File: src/rtl/pkt_readout_ctrl.sv
// Packet readout controller: captures a 64-bit packet from the shift buffer
// and presents it to an SPI slave one byte per chip-select cycle.
module pkt_readout_ctrl #(
  parameter int unsigned TMO_CYC = 4096
) (
  input  logic       clk,
  input  logic       rst,
  input  logic       rx_en,
  input  logic       pkt_rec,
  input  logic       cs_sync,
  input  logic       stat_clr,
  output logic       pkt_ld,
  output logic       pkt_rst,
  output logic       spi_ld,
  output logic [2:0] byte_sel,
  output logic [3:0] bytes_left,
  output logic       pkt_avail,
  output logic       overrun,
  output logic       tmo
);

  localparam logic [1:0] ST_IDLE    = 2'd0;
  localparam logic [1:0] ST_CAPTURE = 2'd1;
  localparam logic [1:0] ST_PRESENT = 2'd2;
  localparam logic [1:0] ST_XFER    = 2'd3;
  localparam logic [15:0] TMO_LAST  = 16'(TMO_CYC - 1);

  logic [1:0]  r_state;
  logic        r_pkt_prev;
  logic [15:0] r_tmo_cnt;

  logic w_rise;
  logic w_ovr_set;
  logic w_tmo_hit;
  logic w_last_byte;

  assign w_rise      = pkt_rec & ~r_pkt_prev;
  assign w_ovr_set   = w_rise & rx_en & (r_state != ST_IDLE);
  assign w_tmo_hit   = rx_en & (r_state == ST_PRESENT) & cs_sync & (r_tmo_cnt == TMO_LAST);
  assign w_last_byte = (bytes_left <= 4'd1);

  always_ff @(posedge clk or negedge rst) begin
    if (!rst) begin
      r_pkt_prev <= 1'b0;
      overrun    <= 1'b0;
      tmo        <= 1'b0;
    end else begin
      r_pkt_prev <= pkt_rec;
      // A set event in the same cycle as stat_clr wins.
      if (w_ovr_set)     overrun <= 1'b1;
      else if (stat_clr) overrun <= 1'b0;
      if (w_tmo_hit)     tmo <= 1'b1;
      else if (stat_clr) tmo <= 1'b0;
    end
  end

  always_ff @(posedge clk or negedge rst) begin
    if (!rst) begin
      r_state    <= ST_IDLE;
      r_tmo_cnt  <= 16'd0;
      pkt_ld     <= 1'b0;
      pkt_rst    <= 1'b0;
      spi_ld     <= 1'b0;
      byte_sel   <= 3'd0;
      bytes_left <= 4'd0;
      pkt_avail  <= 1'b0;
    end else begin
      pkt_ld  <= 1'b0;
      pkt_rst <= 1'b0;
      spi_ld  <= 1'b0;
      if (!rx_en) begin
        r_state    <= ST_IDLE;
        r_tmo_cnt  <= 16'd0;
        byte_sel   <= 3'd0;
        bytes_left <= 4'd0;
        pkt_avail  <= 1'b0;
      end else begin
        case (r_state)
          ST_IDLE: begin
            if (w_rise) begin
              pkt_ld  <= 1'b1;
              r_state <= ST_CAPTURE;
            end
          end
          ST_CAPTURE: begin
            pkt_rst    <= 1'b1;
            spi_ld     <= 1'b1;
            byte_sel   <= 3'd0;
            bytes_left <= 4'd8;
            pkt_avail  <= 1'b1;
            r_tmo_cnt  <= 16'd0;
            r_state    <= ST_PRESENT;
          end
          ST_PRESENT: begin
            if (!cs_sync) begin
              r_tmo_cnt <= 16'd0;
              r_state   <= ST_XFER;
            end else if (w_tmo_hit) begin
              r_tmo_cnt  <= 16'd0;
              byte_sel   <= 3'd0;
              bytes_left <= 4'd0;
              pkt_avail  <= 1'b0;
              r_state    <= ST_IDLE;
            end else begin
              r_tmo_cnt <= r_tmo_cnt + 16'd1;
            end
          end
          ST_XFER: begin
            // CS held low keeps us here indefinitely; no timeout while a byte is in flight.
            if (cs_sync) begin
              if (w_last_byte) begin
                byte_sel   <= 3'd0;
                bytes_left <= 4'd0;
                pkt_avail  <= 1'b0;
                r_state    <= ST_IDLE;
              end else begin
                byte_sel   <= byte_sel + 3'd1;
                bytes_left <= bytes_left - 4'd1;
                spi_ld     <= 1'b1;
                r_state    <= ST_PRESENT;
              end
            end
          end
          default: r_state <= ST_IDLE;
        endcase
      end
    end
  end

endmodule

File: config.mk
export PLATFORM = sky130hd
export DESIGN_NAME = pkt_readout_ctrl
export DESIGN_NICKNAME = d
export VERILOG_FILES = /design/src/rtl/pkt_readout_ctrl.sv
export SDC_FILE = /design/constraint.sdc
export NUM_CORES = 1
export LEC_CHECK = 0
export CAP_MARGIN = 25
export CORE_AREA = 3 3 59 61
export CTS_BUF_LIST = sky130_fd_sc_hd__clkbuf_8
export CTS_CLUSTER_DIAMETER = 30
export DETAILED_ROUTE_END_ITERATION = 12
export DIE_AREA = 0 0 62 64
export GPL_TIMING_DRIVEN = 0
export PLACE_DENSITY = 0.8
export SLEW_MARGIN = 10
export SYNTH_ARGS = -nofsm -noshare
export SYNTH_HDL_FRONTEND = slang
export SYNTH_SLANG_ARGS = --single-unit
File: constraint.sdc
create_clock -name clk -period 2.13 [get_ports clk]
set_clock_uncertainty 0.15 [all_clocks]
set_input_delay 0.426 -clock clk [delete_from_list [all_inputs] [get_ports clk]]
set_output_delay 0.426 -clock clk [all_outputs]
set_load 0.02 [all_outputs]
# After elaboration in Yosys (flattened, before gate mapping)
# Cells that the tools add are included.
# word_totals
inputBits	6
wordCells	82
output_inout_bits	13
register_bits	32
# op_classes
mux	41
order_cmp	1
bitwise_logic	7
add_sub_neg	3
reduce_logical	7
eq_ne	12
# ops
op	n
2-to-1 mux 16 bit	3
one-hot mux 16 bit (2 select lines)	1
2-to-1 mux 4 bit	5
adder 16 x 1 -> 16 bit (second input constant)	1
== test 16 x 12 -> 1 bit (second input constant)	1
2-to-1 mux 1 bit	16
2-to-1 mux 3 bit	5
!= test 3 bit (second input constant)	5
2-to-1 mux 2 bit	6
one-hot mux 4 bit (3 select lines)	1
one-hot mux 3 bit (3 select lines)	1
one-hot mux 2 bit (4 select lines)	1
bitwise AND 1 bit	6
nonzero test 2 bit	3
AND reduction 5 bit	1
== test 2 bit (second input constant)	2
<= comparator 4 x 1 -> 1 bit (second input constant)	1
!= test 4 x 1 -> 1 bit (second input constant)	1
!= test 4 bit (second input constant)	1
AND reduction 4 bit	1
subtractor 4 x 1 -> 4 bit (second input constant)	1
adder 3 x 1 -> 3 bit (second input constant)	1
!= test 3 x 1 -> 1 bit (second input constant)	1
one-hot mux 1 bit (3 select lines)	1
other kinds (5)	5

# Longest topological paths before layout
# logic_depth
word_depth	8
ltp_mapped	6
mapped_depth_nobuf	6

# Worst setup path before layout
# OpenSTA, ideal clock, no wires.
# synth_path
path_type	reg2reg
from	reg r_tmo_cnt[0]
to	reg byte_sel[1]
setup_ns	0.079
arrival_time_ns	1.646
n_path_buf	1
period_less_slack_ns	1.875
setup_slack_ns	0.255
required_ns	1.901
stages_incl_launch_ff	7
cell_sequence	dfrtp_1 > ha_1 > and3_1 > clkbuf_1 > nand4_2 > o21ai_2 > mux2i_1
# synth_via
elab_chain_cells	4
# synth_rtl
element	line_no	text
start: declaration	30	logic [15:0] r_tmo_cnt;
start signal: assignment	105	r_tmo_cnt <= r_tmo_cnt + 16'd1;
== test 16 x 12 -> 1 bit	39	assign w_tmo_hit = rx_en & (r_state == ST_PRESENT) & cs_sync & (r_tmo_cnt == TMO_LAST);
bitwise AND 1 bit	39	
!= test 3 bit (no line)	n/a	
AND reduction 4 bit (no line)	n/a	
end signal: assignment	117	byte_sel <= byte_sel + 3'd1;
end: declaration	15	output logic [2:0] byte_sel,
# No other way between the ends.
# A chain may end at the register's enable or synchronous reset.

# Final worst setup path
# layout_path
from	reg r_tmo_cnt[12]
to	reg r_tmo_cnt[12]
# layout_via
elab_chain_cells	6
elab_cells_between_ends	7
cone_classes	add/sub: 1; eq/ne: 1; mux: 4; bitwise: 1
# layout_rtl
element	line_no	text
parallel branches: the longest is 2 deep, another holds adder 16 x 1 -> 16 bit	n/a	
2-to-1 mux 16 bit (*)	98	end else if (w_tmo_hit) begin
2-to-1 mux 16 bit (*)	95	if (!cs_sync) begin
one-hot mux 16 bit (2 select lines) (*)	78	case (r_state)
2-to-1 mux 16 bit (*)	71	if (!rx_en) begin
# Mark *: on every way between the ends.

==> results_dict.tcl <==
set metrics [dict create \
    synth_top_family_by_area "simple AND/OR/NAND/NOR gates" \
    clock_sinks 32 \
    drc 0 \
    worstPathRequired_ns 2.14 \
    cpPeakStageDelay_ns 0.49 \
    grt_pass1_vias 1467 \
    cts_tree "done" \
    drt-met1-wl_um 1750 \
    syn_nets 193 \
    drive_gt1_share_pct 11.2 \
    fin_setup_tns_ns 0 \
    clockRootBuffer "clkbuf_8" \
    synth_compound_area_share_pct 18.8 \
    worstSetupPathType "reg2reg" \
    rsz0062_at_grt "false" \
    drt_iter0_markers 77 \
    critPathSlowestCell "nor4_2" \
    setup_viol 0 \
    floorplan.initialDensity_pct 57.9 \
    powerDensity_nw_per_um2 562 \
    fmax_mhz 510 \
    ios 19 \
    critPathLaunchType "flop" \
    dp_slack_ns -0.342 \
    hold_viol_final 0 \
    layout_setup_ws_ns 0.169 \
    top_layer_used "met4" \
    place_congestion 0.807 \
    ctsLongestPathBuffers 2 \
    drv_slew 0 \
    htree_levels 2 \
    cts_buffers 5 \
    yosysTopAreaCell "dfrtp_1" \
    synth_cell_types 45 \
    p_leak_nw 0.857 \
    avgRoutedWirePerCell_um 15.3 \
    worstMarginPinSlew_ns 0.701 \
    vias_per_cell 5.88 \
    postCtsHoldBufs 0 \
    first_pass_iters 4 \
    cp.arrival_ns 1.97 \
    yosysSeqAreaShare_pct 45.7 \
    final_core_util_pct 68.6 \
    die_y_um 64 \
    wl_met3_um 147 \
    path_clk_slew_ns 0.06 \
    total_power_mw 1.17 \
    rows 20 \
    die_w_um 62 \
    period_share_pct 92.0 \
    maxCapViolCount 0 \
    vdd_drop_max_mv 0.326 \
    gr-total-overflow 0 \
    grt_max_degree 33 \
    synth_xor_area_share_pct 3.93 \
    dp_hpwl_um 2770 \
    dieArea_um2 3970 \
    io_buffers 18 \
    relSlewSlack_pct 53.3 \
    core_area_um2 3030 \
    muxShareOfSynthArea_pct 2.29 \
    period_minus_slack_ns 1.96 \
    synthArstFlopShare_pct 100 \
    synth_edf_count 0 \
    min_path_type "in2async" \
    yosysTopAreaCellShare_pct 45.7 \
    synth-simple-area-share_pct 22.1 \
    cp_max_fo 10 \
    synth_cells 183 \
    yosys_warnings 0 \
    cp_cell_sequence "nor4_2, nand4_4, a21oi_4, nor2_1" \
    num-nets-final 217 \
    wl_met2_um 1830 \
    vias 1465 \
    grt_pass1_wl_um 6560 \
    synth_flop_cell "dfrtp_1" \
    synth.area.top_cells "dfrtp_1 46%, a21oi_1 3.7%, o21ai_0 3.4%" \
    ant_nets 0 \
    drt-total-wl_um 3810 \
    synth.cell_area_um2 1750 \
    synth_fa_ha_area_share_pct 2.86 \
    area_growth_pct 18.5 \
    globalRouteTotalUtil_pct 22.3 \
    status "complete, no violations" \
    endpoint_kind "flop" \
    antenna_found_initial 0 \
    clk_latency_ns 0.28 \
    avgSynthCellArea_um2 9.57 \
    ys_seq_elements 32 \
    diodes 0 \
]
-- flip-flops by register name, indices dropped and copies added (netlist names) --
| signal | cells |
|---|---|
| r_tmo_cnt | 16 |
| r_pkt_prev | 1 |
| spi_ld | 1 |
| pkt_avail | 1 |
| pkt_rst | 1 |
| overrun | 1 |
| tmo | 1 |
| bytes_left | 4 |
| r_state | 2 |
| byte_sel | 3 |
| pkt_ld | 1 |
-- layout by cell type (no fill, tap or decap), drive strengths merged, types with 5 or more instances in the layout --
cell,n
or3,5
nand4,5
clkbuf,7
a31oi,7
clkdlybuf4s50,17
buf,5
xor2,5
nand2,16
o21ai,13
and4,5
inv,10
nor2,13
nand3,8
dfrtp,32
a21oi,15
-- what timing repair did --
action,CTS,global route
buffers inserted,0,1
endpoints found under the hold margin,0,0
resized for setup,3,2
pin swaps,1,1
endpoints found under the setup margin,13,15
-- where the power goes --
| group | leakage, nW | switching, mW | internal, mW | total (mW) |
|---|---|---|---|---|
| clock | 0.0359 | 0.203 | 0.210 | 0.413 |
| combinational | 0.379 | 0.0817 | 0.0447 | 0.126 |
| sequential | 0.442 | 0.00947 | 0.618 | 0.628 |
| total | 0.857 | 0.294 | 0.873 | 1.17 |
-- Yosys cell counts (2+ instances only) --
cell and instances:
clkbuf_1 3, o2111ai_1 2, o31ai_1 2, xnor2_1 2, and4_1 5, o211ai_1 2
nor2_1 12, o21ai_0 12, or3_1 5, a31oi_1 7, buf_2 2, nor3_1 2
nand2_1 16, and3_1 3, nand2b_1 3, o22ai_1 3, nand3_1 8, xor2_1 4
a21oi_1 13, nand4_1 4, nand3b_1 3, dfrtp_1 32, mux2i_1 4, inv_1 10
ha_1 4
-- per-stage QoR --
step / instances / cell area, um^2 / hold WS, ns
global placement: 245 / 1990 / 0.347
global route: 249 / 2080 / 0.0858
detailed placement: 245 / 1980 / 0.364
CTS: 249 / 2060 / 0.0574
finish: 249 / 2080 / 0.0336
floorplan: 183 / 1750 / -0.0196
-- cell type report --
cell class | instances | area [um^2]
inverter | 11 | 41.3
fill | 253 | 952
clock buffer | 5 | 68.8
tap | 44 | 55.1
multi-input combinational | 133 | 900
timing repair buffer | 19 | 183
buffer | 5 | 27.5
sequential | 32 | 801
-- worst paths after layout --
path                            depth (start not counted)          start  slack, ns       endpoint
worst max-delay path                                    4  r_tmo_cnt[12]       0.17  r_tmo_cnt[12]
worst min-delay path                                    1            rst       0.03   r_tmo_cnt[8]
worst max register to register                          4  r_tmo_cnt[12]       0.17  r_tmo_cnt[12]
worst min register to register                          1    byte_sel[0]       0.39    byte_sel[0]
max in group asynchronous                               1            rst       1.34        pkt_rst
min in group clk                                        1    byte_sel[0]       0.39    byte_sel[0]
-- per-layer routing --
| metal | vias to the layer above | track usage, % |
|---|---|---|
| met5 | - | 0 |
| met4 | 0 | 8.22 |
| met3 | 11 | 5.66 |
| met2 | 33 | 35.4 |
| met1 | 709 | 28.8 |
| li1 | 712 | - |
-- cells by family after synthesis --
family / count (synthesis)
fa+ha+maj: 4
buf+inv: 18
compound gates: 50
xor+xnor: 7
simple gates: 68
mux: 4
flops: 32
-- critical path, delay by kind of cell, from the launching register on --
family           cells  cell delay, ns
AND/OR/NAND/NOR      3            0.89
flip-flops           1            0.44
AO/OA/AOI/OAI        1            0.36
Note: power is estimated with default switching activity, not from simulation.
